**src/rtl/lcd_ball_pkg.sv**
```systemverilog
// Shared types and constants for the ball bounding-box overlay stage.
// Contains the FSM state type, the coordinate width, the RGB565 field
// slices and the saturating coordinate arithmetic.
package lcd_ball_pkg;

  localparam int COORD_W = 11;

  // RGB565 field positions
  localparam int R_MSB = 15;
  localparam int R_LSB = 11;
  localparam int G_MSB = 10;
  localparam int G_LSB = 5;
  localparam int B_MSB = 4;
  localparam int B_LSB = 0;

  typedef logic [COORD_W-1:0] coord_t;

  typedef enum logic [1:0] {
    WAIT_FRAME = 2'd0,
    ACCUM      = 2'd1,
    LATCH      = 2'd2
  } state_t;

  // a + b in COORD_W+1 bits, clamped to the top of the coordinate range
  function automatic coord_t sat_add(coord_t a, coord_t b);
    logic [COORD_W:0] s;
    s = {1'b0, a} + {1'b0, b};
    return s[COORD_W] ? {COORD_W{1'b1}} : s[COORD_W-1:0];
  endfunction

  // a - b, clamped at zero
  function automatic coord_t sat_sub(coord_t a, coord_t b);
    return (a < b) ? '0 : coord_t'(a - b);
  endfunction

  function automatic logic in_range(coord_t v, coord_t lo, coord_t hi);
    return (v >= lo) && (v <= hi);
  endfunction

endpackage

```
**src/rtl/lcd_ball_box_if.sv**
```systemverilog
// Pixel stream between the LCD timing driver and the ball-box stage,
// plus the exported latched box. master = driver side, slave = stage.
interface lcd_ball_box_if;
  import lcd_ball_pkg::*;

  logic        in_vsync;
  logic        pre_de;
  logic [15:0] pre_rgb;
  coord_t      pixel_xpos;
  coord_t      pixel_ypos;
  logic [15:0] post_rgb;
  logic        post_de;
  logic        box_valid;
  coord_t      x_min_o;
  coord_t      x_max_o;
  coord_t      y_min_o;
  coord_t      y_max_o;

  modport master (
    output in_vsync, pre_de, pre_rgb, pixel_xpos, pixel_ypos,
    input  post_rgb, post_de, box_valid, x_min_o, x_max_o, y_min_o, y_max_o
  );

  modport slave (
    input  in_vsync, pre_de, pre_rgb, pixel_xpos, pixel_ypos,
    output post_rgb, post_de, box_valid, x_min_o, x_max_o, y_min_o, y_max_o
  );

endinterface

```
**src/rtl/ball_color_match.sv**
```systemverilog
// Combinational RGB565 colour threshold: red at least R_MIN, green and
// blue at most G_MAX / B_MAX. Kept separate so a binary-mask view can
// reuse it.
module ball_color_match
  import lcd_ball_pkg::*;
#(
  parameter logic [4:0] R_MIN = 5'd20,
  parameter logic [5:0] G_MAX = 6'd24,
  parameter logic [4:0] B_MAX = 5'd12
) (
  input  logic        de,
  input  logic [15:0] rgb,
  output logic        hit
);

  assign hit = de
             & (rgb[R_MSB:R_LSB] >= R_MIN)
             & (rgb[G_MSB:G_LSB] <= G_MAX)
             & (rgb[B_MSB:B_LSB] <= B_MAX);

endmodule

```
**src/rtl/lcd_ball_box.sv**
```systemverilog
// Ball bounding-box stage: accumulates the box of colour-matching pixels
// over a frame, latches it during vertical blanking and overlays it as a
// rectangle on following frames with one cycle of pixel latency.
// Optional: define BALL_CROSS_EN to also draw a centre crosshair.
module lcd_ball_box
  import lcd_ball_pkg::*;
#(
  parameter logic [4:0]  R_MIN     = 5'd20,
  parameter logic [5:0]  G_MAX     = 6'd24,
  parameter logic [4:0]  B_MAX     = 5'd12,
  parameter logic [15:0] MIN_PIX   = 16'd64,
  parameter int          LINE_W    = 2,
  parameter logic [15:0] BOX_COLOR = 16'h07E0
) (
  input  logic           lcd_clk,
  input  logic           sys_rst,
  lcd_ball_box_if.slave  bus
);

  localparam coord_t LW_M1    = coord_t'(LINE_W - 1);
  localparam coord_t CROSS_R  = coord_t'(4);
  localparam coord_t COORD_HI = {COORD_W{1'b1}};

  logic   hit;
  logic   vsync_d, vs_rise;
  state_t state, state_nxt;
  logic   acc_clr, latch_en;

  coord_t      acc_xmin, acc_xmax, acc_ymin, acc_ymax;
  logic [15:0] pix_cnt;

  logic   box_valid;
  coord_t x_min_o, x_max_o, y_min_o, y_max_o;

  logic [15:0] post_rgb;
  logic        post_de;

  ball_color_match #(
    .R_MIN (R_MIN),
    .G_MAX (G_MAX),
    .B_MAX (B_MAX)
  ) u_match (
    .de  (bus.pre_de),
    .rgb (bus.pre_rgb),
    .hit (hit)
  );

  assign vs_rise = bus.in_vsync & ~vsync_d;

  // State register and the one-cycle vsync delay used for edge detection
  always_ff @(posedge lcd_clk or posedge sys_rst) begin
    if (sys_rst) begin
      state   <= WAIT_FRAME;
      vsync_d <= 1'b0;
    end else begin
      state   <= state_nxt;
      vsync_d <= bus.in_vsync;
    end
  end

  // Next state: wait for active video, accumulate until vsync rises, latch once
  always_comb begin
    state_nxt = state;
    case (state)
      WAIT_FRAME: if (!bus.in_vsync) state_nxt = ACCUM;
      ACCUM:      if (vs_rise)       state_nxt = LATCH;
      LATCH:                         state_nxt = WAIT_FRAME;
      default:                       state_nxt = WAIT_FRAME;
    endcase
  end

  // State decode: accumulators are held cleared outside ACCUM
  always_comb begin
    acc_clr  = (state != ACCUM);
    latch_en = (state == LATCH);
  end

  // Bounding-box and pixel-count accumulation over the current frame
  always_ff @(posedge lcd_clk or posedge sys_rst) begin
    if (sys_rst) begin
      acc_xmin <= COORD_HI;
      acc_ymin <= COORD_HI;
      acc_xmax <= '0;
      acc_ymax <= '0;
      pix_cnt  <= '0;
    end else if (acc_clr) begin
      acc_xmin <= COORD_HI;
      acc_ymin <= COORD_HI;
      acc_xmax <= '0;
      acc_ymax <= '0;
      pix_cnt  <= '0;
    end else if (hit) begin
      if (bus.pixel_xpos < acc_xmin) acc_xmin <= bus.pixel_xpos;
      if (bus.pixel_xpos > acc_xmax) acc_xmax <= bus.pixel_xpos;
      if (bus.pixel_ypos < acc_ymin) acc_ymin <= bus.pixel_ypos;
      if (bus.pixel_ypos > acc_ymax) acc_ymax <= bus.pixel_ypos;
      if (pix_cnt != 16'hFFFF) pix_cnt <= pix_cnt + 16'd1;
    end
  end

  // Latch the box during blanking; a weak frame invalidates but keeps coords
  always_ff @(posedge lcd_clk or posedge sys_rst) begin
    if (sys_rst) begin
      box_valid <= 1'b0;
      x_min_o   <= '0;
      x_max_o   <= '0;
      y_min_o   <= '0;
      y_max_o   <= '0;
    end else if (latch_en) begin
      if (pix_cnt >= MIN_PIX) begin
        box_valid <= 1'b1;
        x_min_o   <= acc_xmin;
        x_max_o   <= acc_xmax;
        y_min_o   <= acc_ymin;
        y_max_o   <= acc_ymax;
      end else begin
        box_valid <= 1'b0;
      end
    end
  end

  // Edge bands. Bounds saturate instead of wrapping, and each band is also
  // limited to the box so a box narrower than LINE_W draws only its own area.
  coord_t xl_hi, xr_lo, yt_hi, yb_lo;
  logic   on_v, on_h, on_c;

  // Rectangle hit test for the current pixel against the latched box
  always_comb begin
    xl_hi = sat_add(x_min_o, LW_M1);
    if (xl_hi > x_max_o) xl_hi = x_max_o;
    xr_lo = sat_sub(x_max_o, LW_M1);
    if (xr_lo < x_min_o) xr_lo = x_min_o;
    yt_hi = sat_add(y_min_o, LW_M1);
    if (yt_hi > y_max_o) yt_hi = y_max_o;
    yb_lo = sat_sub(y_max_o, LW_M1);
    if (yb_lo < y_min_o) yb_lo = y_min_o;

    on_v = (in_range(bus.pixel_xpos, x_min_o, xl_hi) |
            in_range(bus.pixel_xpos, xr_lo, x_max_o)) &
           in_range(bus.pixel_ypos, y_min_o, y_max_o);
    on_h = (in_range(bus.pixel_ypos, y_min_o, yt_hi) |
            in_range(bus.pixel_ypos, yb_lo, y_max_o)) &
           in_range(bus.pixel_xpos, x_min_o, x_max_o);
  end

`ifdef BALL_CROSS_EN
  coord_t           cx, cy;
  logic [COORD_W:0] sum_x, sum_y;

  assign sum_x = {1'b0, acc_xmin} + {1'b0, acc_xmax};
  assign sum_y = {1'b0, acc_ymin} + {1'b0, acc_ymax};

  // Centre is computed with the latch so the pixel path stays one cycle
  always_ff @(posedge lcd_clk or posedge sys_rst) begin
    if (sys_rst) begin
      cx <= '0;
      cy <= '0;
    end else if (latch_en && (pix_cnt >= MIN_PIX)) begin
      cx <= sum_x[COORD_W:1];
      cy <= sum_y[COORD_W:1];
    end
  end

  assign on_c = ((bus.pixel_ypos == cy) &
                 in_range(bus.pixel_xpos, sat_sub(cx, CROSS_R), sat_add(cx, CROSS_R))) |
                ((bus.pixel_xpos == cx) &
                 in_range(bus.pixel_ypos, sat_sub(cy, CROSS_R), sat_add(cy, CROSS_R)));
`else
  assign on_c = 1'b0;
`endif

  // One-cycle pixel path; output colour is forced to zero outside active video
  always_ff @(posedge lcd_clk or posedge sys_rst) begin
    if (sys_rst) begin
      post_de  <= 1'b0;
      post_rgb <= '0;
    end else begin
      post_de <= bus.pre_de;
      if (!bus.pre_de)
        post_rgb <= '0;
      else if (box_valid & (on_v | on_h | on_c))
        post_rgb <= BOX_COLOR;
      else
        post_rgb <= bus.pre_rgb;
    end
  end

  assign bus.post_rgb  = post_rgb;
  assign bus.post_de   = post_de;
  assign bus.box_valid = box_valid;
  assign bus.x_min_o   = x_min_o;
  assign bus.x_max_o   = x_max_o;
  assign bus.y_min_o   = y_min_o;
  assign bus.y_max_o   = y_max_o;

endmodule

```
**src/flat_wrapper.sv**
```systemverilog
// flat-port wrapper written by rule: the top's interface ports become plain ports
module lcd_ball_box_flat import lcd_ball_pkg::*;
#(
  parameter logic [4:0]  R_MIN     = 5'd20,
  parameter logic [5:0]  G_MAX     = 6'd24,
  parameter logic [4:0]  B_MAX     = 5'd12,
  parameter logic [15:0] MIN_PIX   = 16'd64,
  parameter int          LINE_W    = 2,
  parameter logic [15:0] BOX_COLOR = 16'h07E0
)
  (lcd_clk, sys_rst, bus_in_vsync, bus_pre_de, bus_pre_rgb, bus_pixel_xpos, bus_pixel_ypos, bus_post_rgb, bus_post_de, bus_box_valid, bus_x_min_o, bus_x_max_o, bus_y_min_o, bus_y_max_o);
  lcd_ball_box_if bus_i ();
  input  logic lcd_clk;
  input  logic sys_rst;
  input wire logic [$bits(bus_i.in_vsync)-1:0] bus_in_vsync;
  input wire logic [$bits(bus_i.pre_de)-1:0] bus_pre_de;
  input wire logic [$bits(bus_i.pre_rgb)-1:0] bus_pre_rgb;
  input wire logic [$bits(bus_i.pixel_xpos)-1:0] bus_pixel_xpos;
  input wire logic [$bits(bus_i.pixel_ypos)-1:0] bus_pixel_ypos;
  output wire logic [$bits(bus_i.post_rgb)-1:0] bus_post_rgb;
  output wire logic [$bits(bus_i.post_de)-1:0] bus_post_de;
  output wire logic [$bits(bus_i.box_valid)-1:0] bus_box_valid;
  output wire logic [$bits(bus_i.x_min_o)-1:0] bus_x_min_o;
  output wire logic [$bits(bus_i.x_max_o)-1:0] bus_x_max_o;
  output wire logic [$bits(bus_i.y_min_o)-1:0] bus_y_min_o;
  output wire logic [$bits(bus_i.y_max_o)-1:0] bus_y_max_o;
  assign bus_i.in_vsync = bus_in_vsync;
  assign bus_i.pre_de = bus_pre_de;
  assign bus_i.pre_rgb = bus_pre_rgb;
  assign bus_i.pixel_xpos = bus_pixel_xpos;
  assign bus_i.pixel_ypos = bus_pixel_ypos;
  assign bus_post_rgb = bus_i.post_rgb;
  assign bus_post_de = bus_i.post_de;
  assign bus_box_valid = bus_i.box_valid;
  assign bus_x_min_o = bus_i.x_min_o;
  assign bus_x_max_o = bus_i.x_max_o;
  assign bus_y_min_o = bus_i.y_min_o;
  assign bus_y_max_o = bus_i.y_max_o;
  lcd_ball_box #(.R_MIN(R_MIN), .G_MAX(G_MAX), .B_MAX(B_MAX), .MIN_PIX(MIN_PIX), .LINE_W(LINE_W), .BOX_COLOR(BOX_COLOR)) u_core (.lcd_clk(lcd_clk), .sys_rst(sys_rst), .bus(bus_i));
endmodule
```
**config.mk**
```make
export PLATFORM = sky130hd
export DESIGN_NAME = lcd_ball_box_flat
export DESIGN_NICKNAME = d
export VERILOG_FILES = /design/src/rtl/lcd_ball_pkg.sv /design/src/rtl/lcd_ball_box_if.sv /design/src/rtl/ball_color_match.sv /design/src/rtl/lcd_ball_box.sv /design/src/flat_wrapper.sv
export SDC_FILE = /design/constraint.sdc
export NUM_CORES = 1
export LEC_CHECK = 0
export BUFFER_PORTS_ARGS = -buffer_cell sky130_fd_sc_hd__buf_2
export CAP_MARGIN = 0
export CORE_MARGIN = 1.5
export CORE_UTILIZATION = 40
export CTS_CLUSTER_SIZE = 28
export DETAILED_ROUTE_END_ITERATION = 10
export GPL_TIMING_DRIVEN = 1
export PLACE_DENSITY_LB_ADDON = 0.15
export SLEW_MARGIN = 20
export SYNTH_ARGS = -nofsm -noshare
export SYNTH_HDL_FRONTEND = slang
export SYNTH_SLANG_ARGS = --single-unit
export TNS_END_PERCENT = 100
```
**constraint.sdc**
```tcl
create_clock -name lcd_clk -period 4.5 [get_ports lcd_clk]
set_input_delay 0.225 -clock lcd_clk [delete_from_list [all_inputs] [get_ports lcd_clk]]
set_output_delay 0.225 -clock lcd_clk [all_outputs]
set_load 0.02 [all_outputs]
```
==> results.yml <==
sta:
  period_minus_slack_ps: 4593
  holdWs_ps: -19.88
  setup_violations: 16
  worst_pin_slew_ps: 882.6
  timing.fmax_ghz: 0.2177
  final_max_slew_viol_count: 0
  fin_crit_sh_pct: 102.1
  hold_viol_final: 17
  fin_skew_ps: 12.71
  slew_headroom_pct: 41.16
  rsz0062_at_grt: "yes"
  finalWorstSetupSlack_ps: -93.05
power_and_ir_drop:
  swShare_pct: 26.99
  vdd_drop_max_uv: 203.5
  total_power_uw: 2883
  seq_power_share_pct: 40.2
  clockPowerShare_pct: 49.0
  intPower_uw: 2105
  comb_power_share_pct: 10.8
  power.leakage_uw: 0.006553
  p_per_area_nw_per_um2: 223.9
  p_sw_uw: 778.2
place:
  dp_hpwl_um: 24430
  placed_cell_area_um2: 12080
  io_buffer_count: 103
  post-place-ws_ps: -210.4
  place_congestion: 0.9554
critical_path:
  critPathArrivalTime_ps: 4900
  worstSetupStartpointType: "flop"
  cp-end-kind: "flop"
  r2r_slack_ps: -90
  r2r_start: "u_core.bus.y_min_o[4]$_DFFE_PP0P_"
  required_ps: 4800
  worstReg2RegEnd: "u_core.bus.post_rgb[13]$_DFF_PP0_"
  reg2reg_depth: 24
  worstSetupPathType: "reg2reg"
  critPathMaxFanout: 16
flow_run:
  max-cap-violations: 0
synth:
  synthesis.area_um2: 10270
  syn_inst: 1155
  ys_warn_count: 0
  yosysTopAreaCellShare_pct: 25.11
  ys_seq_elements: 125
  syn-num-nets: 1375
  synth-seq-area-share_pct: 30.74
  ys.flop_type: "dfrtp_1"
  avgSynthCellArea_um2: 8.888
  synth_cell_types: 56
  async_flop_share_pct: 100.0
  synth_edf_count: 0
  synth_area_leaders: "dfrtp_1 (25%), ha_1 (22%), mux2i_1 (6.4%)"
  synth_area_leader_cell: "dfrtp_1"
final_layout:
  utilization_pct: 51.14
  drive_above_1_share_pct: 24.39
  antenna_cells: 0
  multi_input_area_um2: 6764
  nets: 1593
  nFillCells: 2394
  layout_common_cells: "ha_1 (176), buf_4 (129), buf_2 (103)"
  seqCellArea_um2: 3163
  layout_commonest_cell: "ha_1"
  area_growth_pct: 25.44
  stdcell_area_um2: 12880
die:
  die_area_um2: 26640
  io_pins: 104
  core_um2: 25180
  placementRows: 58
  fp.dieH_um: 163.2
  initial_core_util_pct: 40.77
  die_w_um: 163.2
grt:
  grt_overflow: 0
  grt_max_degree: 67
  grt_pass1_wl_um: 50560
  grt_pass1_vias: 9259
  grt_usage_pct: 24.69
  antenna_found_initial: 0
detailed_routing:
  drc: 0
  routed-wl-met2_um: 15640
  drtAntennaViolNets: 0
  wl_met1_um: 14100
  top_layer: "met4"
  wl_per_cell_um: 18.67
  drt_first_pass_iters: 5
  via_per_inst: 5.512
  totalWireLength_um: 32040
  dr.first_iter.drc_count: 545
  wl_met3_um: 1322
  vias: 9458
clocking:
  worst_skew_pair.late_latency_ps: 420
  tritoncts: "built"
  clkTransAtPathRegs_ps: 60
  clkSinkCount: 125
  cts_root_buf: "clkbuf_16"
  clock_path_buffers: 2
  cts_buffers: 17
  cts_max_level: 4
run_status:
  violations: "hold timing, setup timing"
  run_status: "complete, but fails checks"
hold_path:
  hp-class: "in2async"
[logic make-up (layout without fill, tap and decap cells)]
kind of cell / after synthesis / after routing / synth area share (%)
xor+xnor: 40 / 40 / 3.413
flops: 125 / 125 / 30.74
mux: 70 / 70 / 6.874
fa+ha+maj: 178 / 178 / 21.69
compound gates: 232 / 232 / 14.06
simple gates: 373 / 373 / 17.96
buf+inv: 137 / 368 / 5.253
[power groups by stage]
stage	logic, uW	registers [uW]	clock network [uW]
floorplan	172	1180	0
global placement	305	1180	0
detailed placement	309	1180	0
CTS	315	1160	1440
global route	355	1160	1490
finish	313	1160	1410
[metal layers]
| metal | vias to the layer above | GRT usage, % |
|---|---|---|
| met5 | - | 0 |
| li1 | 4609 | - |
| met3 | 57 | 3.377 |
| met4 | 0 | 8.465 |
| met2 | 246 | 42.51 |
| met1 | 4546 | 31.57 |
[worst max-delay path: stages (launching register included)]
cell and delay, ps:
dfrtp_2 350, and3_1 180, and3_4 200, nand3_2 100, nor3_2 190, nand2_1 100
buf_4 170, nand2_1 110, ha_1 270, a211oi_1 240, nand2_1 110, o31ai_2 310
a41oi_2 100, buf_4 190, mux2i_1 120, ha_1 320, a21oi_1 120, o21ai_1 90
o2bb2ai_1 130, o31a_1 350, o22ai_2 180, buf_4 150, a32oi_2 70, buf_12 170
and3_1 180
[sequential cells by signal, summed over array words and instances, names as in the netlist]
register              cells
u_core.bus.y_min_o       11
u_core.bus.y_max_o       11
u_core.bus.post_rgb      16
u_core.vsync_d            1
u_core.acc_xmax          11
u_core.pix_cnt           16
u_core.bus.box_valid      1
u_core.bus.x_min_o       11
u_core.acc_ymin          11
u_core.acc_xmin          11
u_core.bus.post_de        1
u_core.state              2
u_core.acc_ymax          11
u_core.bus.x_max_o       11
[layout make-up]
type,instances,area share [%]
tap,330,3.206
multi-input combinational,893,52.53
clock buffer,19,3.440
sequential,125,24.56
inverter,98,2.876
timing repair buffer,238,12.17
clock inverter,13,1.215
[synthesized netlist by cell type (5+ instances only)]
library cell	number
a211oi_1	10
a21boi_0	6
a21o_1	20
a21oi_1	42
a221oi_1	5
and3_1	23
and4_1	7
clkbuf_1	31
dfrtp_1	103
dfstp_2	22
ha_1	178
inv_1	98
mux2i_1	66
nand2_1	85
nand2b_1	8
nand3_1	56
nand4_1	51
nor2_1	94
nor2b_1	14
nor3_1	16
nor3b_1	5
nor4_1	5
o211ai_1	7
o21a_1	7
o21ai_0	95
o31a_1	6
o31ai_1	6
xnor2_1	27
xor2_1	13
[how the worst max path moves through the flow]
stage                     depth (start not counted)  slack, ps                         startpoint                                 to
final                                            24        -90  u_core.bus.y_min_o[4]$_DFFE_PP0P_  u_core.bus.post_rgb[13]$_DFF_PP0_
after global routing                             23       -370  u_core.bus.y_max_o[2]$_DFFE_PP0P_   u_core.bus.post_rgb[4]$_DFF_PP0_
after floorplan                                  21         -4  u_core.bus.x_max_o[3]$_DFFE_PP0P_  u_core.bus.post_rgb[12]$_DFF_PP0_
after detailed placement                         25       -210  u_core.bus.y_min_o[4]$_DFFE_PP0P_  u_core.bus.post_rgb[11]$_DFF_PP0_
after CTS                                        21        -50  u_core.bus.x_max_o[3]$_DFFE_PP0P_  u_core.bus.post_rgb[11]$_DFF_PP0_
after global placement                           26       -200  u_core.bus.y_min_o[4]$_DFFE_PP0P_  u_core.bus.post_rgb[11]$_DFF_PP0_
[timing repair]
| action | in CTS | in global routing |
|---|---|---|
| setup endpoints to repair | 16 | 16 |
| hold buffers | 1 | 0 |
| buffers inserted | 2 | 6 |
| pin swaps | 4 | 3 |
| endpoints found under the hold margin | 2 | 0 |
| resized for setup | 18 | 8 |
[stage by stage]
stage / cells / TNS [ps]
detailed placement: 1675 / -2887
CTS: 1710 / -690.3
global route: 1716 / -5634
global placement: 1675 / -2843
finish: 1716 / -1180
floorplan: 1155 / -11.31
Note: power is estimated with default switching activity, not from simulation.
